--- src/rtl/instr_encoder_if.sv ---
// Command/word handshake bundle for instr_encoder.
//   in_*       : structured instruction command (valid/ready)
//   out_*      : encoded 32-bit word plus its instruction-memory byte address (valid/ready)
//   err        : one-cycle pulse when a command is rejected
//   err_count  : saturating count of rejected commands
// master = command producer / word consumer, slave = the encoder.
interface instr_encoder_if #(
   parameter int unsigned ADDR_W = 32
);
   logic              in_valid;
   logic              in_ready;
   logic [2:0]        in_kind;
   logic [4:0]        in_rd;
   logic [4:0]        in_rs1;
   logic [4:0]        in_rs2;
   logic [2:0]        in_funct3;
   logic              in_funct7b5;
   logic [20:0]       in_imm;
   logic              out_valid;
   logic              out_ready;
   logic [31:0]       out_instr;
   logic [ADDR_W-1:0] out_addr;
   logic              err;
   logic [7:0]        err_count;

   modport master (
      output in_valid, in_kind, in_rd, in_rs1, in_rs2, in_funct3, in_funct7b5, in_imm,
      output out_ready,
      input  in_ready, out_valid, out_instr, out_addr, err, err_count
   );

   modport slave (
      input  in_valid, in_kind, in_rd, in_rs1, in_rs2, in_funct3, in_funct7b5, in_imm,
      input  out_ready,
      output in_ready, out_valid, out_instr, out_addr, err, err_count
   );
endinterface

--- src/rtl/instr_encoder.sv ---
// RV32I subset encoder (lw, sw, R-type, beq, I-ALU, jal, nop) with an output FIFO.
// Ports:
//   clk   : clock
//   reset : asynchronous active-low reset
//   bus   : instr_encoder_if.slave (command in, tagged word out, error reporting)
// Accepted commands are encoded combinationally and pushed at the accept edge; commands
// that cannot be encoded are consumed, counted and flagged instead of pushed.
module instr_encoder #(
   parameter int unsigned       FIFO_DEPTH = 4,
   parameter int unsigned       ADDR_W     = 32,
   parameter logic [ADDR_W-1:0] BASE_ADDR  = '0
) (
   input logic              clk,
   input logic              reset,
   instr_encoder_if.slave   bus
);
   localparam int unsigned PTR_W = $clog2(FIFO_DEPTH);

   logic [31:0]       mem [FIFO_DEPTH];
   logic [PTR_W-1:0]  wr_ptr_q, rd_ptr_q;
   logic [PTR_W:0]    count_q;
   logic [ADDR_W-1:0] addr_q;
   logic [31:0]       last_q;
   logic              ready_q;
   logic              err_q;
   logic [7:0]        err_cnt_q;

   logic full, empty, accept, push, pop;
   logic [31:0] word;
   logic legal;

   logic [20:0]        imm;
   logic signed [20:0] imm_s;
   logic fits_i, fits_b, fits_sh, is_shift;

   assign imm      = bus.in_imm;
   assign imm_s    = $signed(bus.in_imm);
   assign fits_i   = (imm_s >= -21'sd2048) && (imm_s <= 21'sd2047);
   assign fits_b   = (imm_s >= -21'sd4096) && (imm_s <= 21'sd4094) && !imm[0];
   assign fits_sh  = (imm_s >= 21'sd0) && (imm_s <= 21'sd31);
   assign is_shift = (bus.in_funct3 == 3'b001) || (bus.in_funct3 == 3'b101);

   always_comb begin
      word  = 32'h0;
      legal = 1'b1;
      unique case (bus.in_kind)
         3'b000: begin
            word  = {imm[11:0], bus.in_rs1, 3'b010, bus.in_rd, 7'b0000011};
            legal = fits_i;
         end
         3'b001: begin
            word  = {imm[11:5], bus.in_rs2, bus.in_rs1, 3'b010, imm[4:0], 7'b0100011};
            legal = fits_i;
         end
         3'b010: begin
            word = {1'b0, bus.in_funct7b5, 5'b00000, bus.in_rs2, bus.in_rs1, bus.in_funct3,
                    bus.in_rd, 7'b0110011};
         end
         3'b011: begin
            word  = {imm[12], imm[10:5], bus.in_rs2, bus.in_rs1, 3'b000, imm[4:1], imm[11],
                     7'b1100011};
            legal = fits_b;
         end
         3'b100: begin
            if (is_shift) begin
               // Shift immediates carry funct7 in imm[11:5] and a 5-bit shamt.
               word  = {1'b0, bus.in_funct7b5, 5'b00000, imm[4:0], bus.in_rs1, bus.in_funct3,
                        bus.in_rd, 7'b0010011};
               legal = fits_sh;
            end else begin
               word  = {imm[11:0], bus.in_rs1, bus.in_funct3, bus.in_rd, 7'b0010011};
               legal = fits_i;
            end
         end
         3'b101: begin
            word  = {imm[20], imm[10:1], imm[11], imm[19:12], bus.in_rd, 7'b1101111};
            legal = !imm[0];
         end
         3'b110: word = 32'h0000_0013;
         3'b111: legal = 1'b0;
      endcase
   end

   assign full   = (count_q == (PTR_W+1)'(FIFO_DEPTH));
   assign empty  = (count_q == '0);
   assign accept = bus.in_valid && bus.in_ready;
   assign push   = accept && legal;
   assign pop    = bus.out_valid && bus.out_ready;

   // No bypass: a pop in the same cycle never opens a full FIFO.
   assign bus.in_ready  = ready_q && !full;
   assign bus.out_valid = !empty;
   assign bus.out_instr = empty ? last_q : mem[rd_ptr_q];
   assign bus.out_addr  = addr_q;
   assign bus.err       = err_q;
   assign bus.err_count = err_cnt_q;

   // Storage needs no reset; occupancy alone decides what is visible.
   always_ff @(posedge clk) begin
      if (push) begin
         mem[wr_ptr_q] <= word;
      end
   end

   always_ff @(posedge clk or negedge reset) begin
      if (!reset) begin
         wr_ptr_q  <= '0;
         rd_ptr_q  <= '0;
         count_q   <= '0;
         addr_q    <= BASE_ADDR;
         last_q    <= 32'h0;
         ready_q   <= 1'b0;
         err_q     <= 1'b0;
         err_cnt_q <= 8'h00;
      end else begin
         ready_q <= 1'b1;
         err_q   <= accept && !legal;
         if (accept && !legal && (err_cnt_q != 8'hFF)) begin
            err_cnt_q <= err_cnt_q + 8'h01;
         end
         if (push) begin
            wr_ptr_q <= wr_ptr_q + 1'b1;
         end
         if (pop) begin
            rd_ptr_q <= rd_ptr_q + 1'b1;
            last_q   <= mem[rd_ptr_q];
            addr_q   <= addr_q + ADDR_W'(4);
         end
         if (push && !pop) begin
            count_q <= count_q + 1'b1;
         end else if (pop && !push) begin
            count_q <= count_q - 1'b1;
         end
      end
   end
endmodule
--- src/flat_wrapper.sv ---
// flat-port wrapper written by rule: the top's interface ports become plain ports
module instr_encoder_flat 
#(
   parameter int unsigned       FIFO_DEPTH = 4,
   parameter int unsigned       ADDR_W     = 32,
   parameter logic [ADDR_W-1:0] BASE_ADDR  = '0
)
  (clk, reset, bus_in_valid, bus_in_kind, bus_in_rd, bus_in_rs1, bus_in_rs2, bus_in_funct3, bus_in_funct7b5, bus_in_imm, bus_out_ready, bus_in_ready, bus_out_valid, bus_out_instr, bus_out_addr, bus_err, bus_err_count);
  instr_encoder_if #(.ADDR_W(ADDR_W)) bus_i ();
  input logic clk;
  input logic reset;
  input wire logic [$bits(bus_i.in_valid)-1:0] bus_in_valid;
  input wire logic [$bits(bus_i.in_kind)-1:0] bus_in_kind;
  input wire logic [$bits(bus_i.in_rd)-1:0] bus_in_rd;
  input wire logic [$bits(bus_i.in_rs1)-1:0] bus_in_rs1;
  input wire logic [$bits(bus_i.in_rs2)-1:0] bus_in_rs2;
  input wire logic [$bits(bus_i.in_funct3)-1:0] bus_in_funct3;
  input wire logic [$bits(bus_i.in_funct7b5)-1:0] bus_in_funct7b5;
  input wire logic [$bits(bus_i.in_imm)-1:0] bus_in_imm;
  input wire logic [$bits(bus_i.out_ready)-1:0] bus_out_ready;
  output wire logic [$bits(bus_i.in_ready)-1:0] bus_in_ready;
  output wire logic [$bits(bus_i.out_valid)-1:0] bus_out_valid;
  output wire logic [$bits(bus_i.out_instr)-1:0] bus_out_instr;
  output wire logic [$bits(bus_i.out_addr)-1:0] bus_out_addr;
  output wire logic [$bits(bus_i.err)-1:0] bus_err;
  output wire logic [$bits(bus_i.err_count)-1:0] bus_err_count;
  assign bus_i.in_valid = bus_in_valid;
  assign bus_i.in_kind = bus_in_kind;
  assign bus_i.in_rd = bus_in_rd;
  assign bus_i.in_rs1 = bus_in_rs1;
  assign bus_i.in_rs2 = bus_in_rs2;
  assign bus_i.in_funct3 = bus_in_funct3;
  assign bus_i.in_funct7b5 = bus_in_funct7b5;
  assign bus_i.in_imm = bus_in_imm;
  assign bus_i.out_ready = bus_out_ready;
  assign bus_in_ready = bus_i.in_ready;
  assign bus_out_valid = bus_i.out_valid;
  assign bus_out_instr = bus_i.out_instr;
  assign bus_out_addr = bus_i.out_addr;
  assign bus_err = bus_i.err;
  assign bus_err_count = bus_i.err_count;
  instr_encoder #(.FIFO_DEPTH(FIFO_DEPTH), .ADDR_W(ADDR_W), .BASE_ADDR(BASE_ADDR)) u_core (.clk(clk), .reset(reset), .bus(bus_i));
endmodule
--- config.mk ---
export PLATFORM = sky130hd
export DESIGN_NAME = instr_encoder_flat
export DESIGN_NICKNAME = d
export VERILOG_FILES = /design/src/rtl/instr_encoder_if.sv /design/src/rtl/instr_encoder.sv /design/src/flat_wrapper.sv
export SDC_FILE = /design/constraint.sdc
export NUM_CORES = 1
export LEC_CHECK = 0
export ABC_AREA = 1
export CAP_MARGIN = 5
export CORE_MARGIN = 1.5
export CORE_UTILIZATION = 47
export DETAILED_ROUTE_END_ITERATION = 16
export GPL_ROUTABILITY_DRIVEN = 0
export GPL_TIMING_DRIVEN = 0
export PLACE_DENSITY = 0.83
export SLEW_MARGIN = 0
export SYNTH_ARGS = -nofsm -noshare
export SYNTH_HDL_FRONTEND = slang
export SYNTH_SLANG_ARGS = --single-unit
--- constraint.sdc ---
create_clock -name clk -period 2.7 [get_ports clk]
set_clock_uncertainty 0.2 [all_clocks]
set_input_delay 0.54 -clock clk [delete_from_list [all_inputs] [get_ports clk]]
set_output_delay 0.54 -clock clk [all_outputs]
set_load 0.02 [all_outputs]
==> summary.md <==
| Metric | Value |
|---|---|
| Critical Path End Type | output port |
| Number of antenna violations at the first check in global routing | 0 |
| Total routed wirelength | between 20000 and 25000 um |
| Share of synthesized flip-flops with an asynchronous set or reset | 0.3909 |
| CP top delay family | buffers and inverters |
| Net switching component of the power | approximately 4.5 mW |
| Worst hold slack | between 0.2 and 0.3 ns |
| Required time worst endpoint | between 1.5 and 2 ns |
| Placed Instance Area | roughly 0.011 mm2 |
| Status | finished, violations left |
| Highest net fanout along the worst path | 10 |
| Aggregate global routing overflow | 0 |
| Largest area contributor in the synthesized netlist | sky130_fd_sc_hd__edfxtp_1 |
| Per-instance average area after synthesis | roughly 10 um2 |
| Chip Width | about 140 um |
| Max-slew violation total from the final report | 0 |
| Worst hold stages | 2 |
| Ys flop type | sky130_fd_sc_hd__edfxtp_1 |
| Initial standard-cell utilization of the core | 0.4830 |
| Setup crit start kind | flip-flop |
| Sequential Area | 0.005534 mm2 |
| Delay of the slowest critical-path stage | about 0.49 ns |
| Via count | around 7300 |
| Number of buffers on the longest clock path | 2 |
| Peak VDD IR | between 0.5 and 0.6 mV |
| Standard-cell rows | 50 |
| Post-route DRC | 0 |
| Clock slew seen by the registers of the worst setup and hold paths | 0.08 ns |
| Failing checks | setup timing |
| Multi-input logic area | 0.003343 mm2 |
| Unrepaired setup endpoints after global routing | true |
| Number of global-route vias before repair | 6900 |
| Global-route wire length before repair | roughly 35000 um |
| IO buf count | 118 |
| Number of storage elements in the synthesis netlist | between 150 and 200 |
| Sequential area share after synthesis | 0.6061 |
| Count of filler cells inserted in the layout | 1487 |
| Shortest clock period the worst path allows after layout | ~2.7 ns |
| Via-per-instance ratio | between 5 and 6 |
| CTS HTree Levels | 4 |
| Clock buffers created by TritonCTS | 17 |
| # diodes | 0 |
| Worst setup path class | flip-flop to output port |
| Cell chain of the critical path | clkinv_4 -> clkbuf_16 -> nand2_1 -> a32o_1 -> o21ai_2 -> buf_4 -> buf_4 |
| HPWL reported at the end of detailed placement | 15060 um |
| Utilization after layout | 0.6149 |
| MaxCap Viol Count | 0 |
| Routed length per instance | approximately 17 um |
| Part of the total power dissipated in sequential elements | 0.355 |
| Antenna violation net count after detailed routing | 0 |
| Area grow syn2layout | 27.31% |
| Headroom to the max-slew limit | 0.3944 |
| Worst hold path class | flip-flop to flip-flop |
| Path depth of the worst reg2reg path | 9 |
| Worst Max-Slew Pin Slew | approximately 0.91 ns |
| Clock root cell | sky130_fd_sc_hd__clkbuf_16 |
| Comb pwr share | 0.419 |
| TritonCTS clock tree | done |
| Setup slack after layout | -0.02645 ns |
| Number of I/O pins | 122 |
| Crit path top cell by count | sky130_fd_sc_hd__buf_4 |
| Number of DRC markers in iteration 0 | just over 800 |
| Layout Cell Area excl Fill | ~0.012 mm2 |
| Synthesized instance count | slightly above 900 |
| Largest net degree at the start of global routing | 65 |
| Path length in cells of the critical path | 7 |
| Number of enable-type register cells in the synthesized netlist | between 100 and 150 |
| Total die area | around 0.020 mm2 |
| Total global routing track utilization | 0.2241 |
| WP buf/inv | 4 |
| Clock Sink Count | ~200 |
| Synthesis Warnings | 0 |
| Reported leakage power | between 4 and 5 nW |
| Fraction of post-synthesis cell area in the top cell type by area | 0.3949 |
| Floorplan Core Area | ~0.019 mm2 |
| Int Pwr | between 6 and 7 mW |
| Peak Freq | 366.8 MHz |
| Leading post-synthesis cells by instance count | sky130_fd_sc_hd__nand2_1 (295), sky130_fd_sc_hd__edfxtp_1 (120), sky130_fd_sc_hd__o21ai_0 (78) |
| Die H | between 100 and 150 um |
| Post-layout nets | 1127 |
| Worst-path cell with the longest stage delay | sky130_fd_sc_hd__dfrtp_2 |
| Fraction of power spent switching nets | 0.3956 |
| Final Hold Violating Endpoints | 0 |
| Most numerous cell in the Yosys netlist | sky130_fd_sc_hd__nand2_1 |
| Arrival time at the worst endpoint | approximately 2 ns |
| Final clock period utilization by the worst path | 1.010 |
| Part of the total power dissipated in the clock network | 0.226 |
| Pwr Density | between 900 and 1000 mW/mm2 |
| Final count of negative-setup-slack endpoints | 2 |
| Post-synthesis cell area | 0.009125 mm2 |
| Top post-synthesis cells by area | sky130_fd_sc_hd__edfxtp_1 (39%), sky130_fd_sc_hd__dfrtp_1 (21%), sky130_fd_sc_hd__nand2_1 (12%), sky130_fd_sc_hd__o21ai_0 (4.3%), sky130_fd_sc_hd__a32o_1 (3.3%) |
| Share of post-route cells with drive strength above 1 | 0.1687 |
| Number of different library cells in the post-synthesis netlist | 44 |
| Latest clock arrival within the worst-skew pair | 0.44 ns |
| Pre-Repair DR Iteration Count | 7 |
## power by group through the flow
stage	Combinational [mW]	Clock, mW	Sequential, mW
6_report	4.74	2.56	4.01
5_1_grt	5.08	2.68	4.07
4_1_cts	4.44	2.56	4.00
3_5_place_dp	4.55	0	4.03
3_3_place_gp	4.41	0	4.01
2_1_floorplan	2.52	0	4.06
## worst register-to-register path: cells and delay by family (launching register included)
kind / cells / cell delay [ns]
compound gates: 1 / 0.20
flops: 1 / 0.42
buf+inv: 4 / 0.76
simple gates: 4 / 0.54
## per-layer routing
layer	GRT usage	vias up	routed length (um)
li1	-	3423	-
met4	0.09116	0	497
met2	0.3836	314	11240
met5	0	-	0
met1	0.2818	3483	8934
met3	0.04139	45	1661
## logic make-up (layout without fill, tap and decap cells)
kind of cell / after synthesis / after routing / share of synthesized area
AOI/OAI and AO/OA: 151 / 151 / 0.1033
xor gates and xnor gates: 37 / 37 / 0.03551
adders and majority gates: 8 / 8 / 0.01179
buffers and inverters: 98 / 267 / 0.04360
DFF: 197 / 197 / 0.6061
muxes: 1 / 1 / 0.001234
other: 2 / 3 / 0.0008230
and+or+nand+nor: 421 / 421 / 0.1977
## registers in the layout, indices dropped and copies added (netlist names)
| name | count |
|---|---|
| u_core.count_q | 3 |
| u_core.rd_ptr_q | 2 |
| u_core.bus.err_count | 8 |
| u_core.ready_q | 1 |
| u_core.mem | 120 |
| u_core.wr_ptr_q | 2 |
| u_core.bus.out_addr | 30 |
| u_core.bus.err | 1 |
| u_core.last_q | 30 |
## placed cells by master (no fill, tap or decap), types with 15 or more instances in the layout
| master | instances |
|---|---|
| sky130_fd_sc_hd__o21ai_1 | 21 |
| sky130_fd_sc_hd__buf_2 | 15 |
| sky130_fd_sc_hd__buf_4 | 44 |
| sky130_fd_sc_hd__dfrtp_1 | 74 |
| sky130_fd_sc_hd__clkdlybuf4s50_1 | 69 |
| sky130_fd_sc_hd__nor2_1 | 47 |
| sky130_fd_sc_hd__a32o_1 | 28 |
| sky130_fd_sc_hd__inv_1 | 44 |
| sky130_fd_sc_hd__nand2_1 | 294 |
| sky130_fd_sc_hd__o21ai_0 | 54 |
| sky130_fd_sc_hd__a21oi_1 | 30 |
| sky130_fd_sc_hd__nand4_1 | 16 |
| sky130_fd_sc_hd__edfxtp_1 | 120 |
| sky130_fd_sc_hd__clkbuf_16 | 19 |
| sky130_fd_sc_hd__xor2_1 | 24 |
## worst paths after layout
kind	start	end	slack [ns]
min in group asynchronous	reset	u_core.bus.out_addr[22]$_DFFE_PN0P_	0.30
max in group asynchronous	reset	u_core.count_q[0]$_DFFE_PN0P_	1.42
max reg2reg	u_core.count_q[1]$_DFFE_PN0P_	u_core.mem[2][21]$_DFFE_PP_	0.26
min	u_core.last_q[7]$_DFFE_PN0P_	u_core.last_q[7]$_DFFE_PN0P_	0.29
max	u_core.rd_ptr_q[0]$_DFFE_PN0P_	bus_out_instr[3]	-0.03
min reg2reg	u_core.last_q[7]$_DFFE_PN0P_	u_core.last_q[7]$_DFFE_PN0P_	0.29
## layout make-up
cell class                      instances  area share
Timing Repair Buffer                  140      0.1114
Inverter                               59     0.02036
Clock buffer                           17     0.03662
Clock inverter                         15     0.01508
Tap cell                              260     0.02800
Multi-Input combinational cell        621      0.2878
Sequential cell                       197      0.4764
Buffer                                 36     0.02445
## per-stage QoR
stage,setup slack (ns),TNS [ns],instances,power [mW]
final,-0.02645,-0.02710,1345,11.32
after CTS,-0.09911,-0.1932,1336,11.00
after floorplan,-0.1090,-13.10,916,6.578
after global routing,-0.07445,-0.5474,1345,11.84
after global placement,-1.824,-326.65,1294,8.422
after detailed placement,-1.036,-90.45,1298,8.575
## timing repair
| item | in CTS | in global routing |
|---|---|---|
| hold endpoints to repair | 13 | 0 |
| gates cloned | 0 | 0 |
| hold buffers | 1 | 0 |
| buffers inserted | 6 | 11 |
| resized for setup | 248 | 73 |
| pin swaps | 7 | 12 |
| endpoints found under the setup margin | 148 | 60 |
No activity file was read; power rests on OpenSTA's default activity.
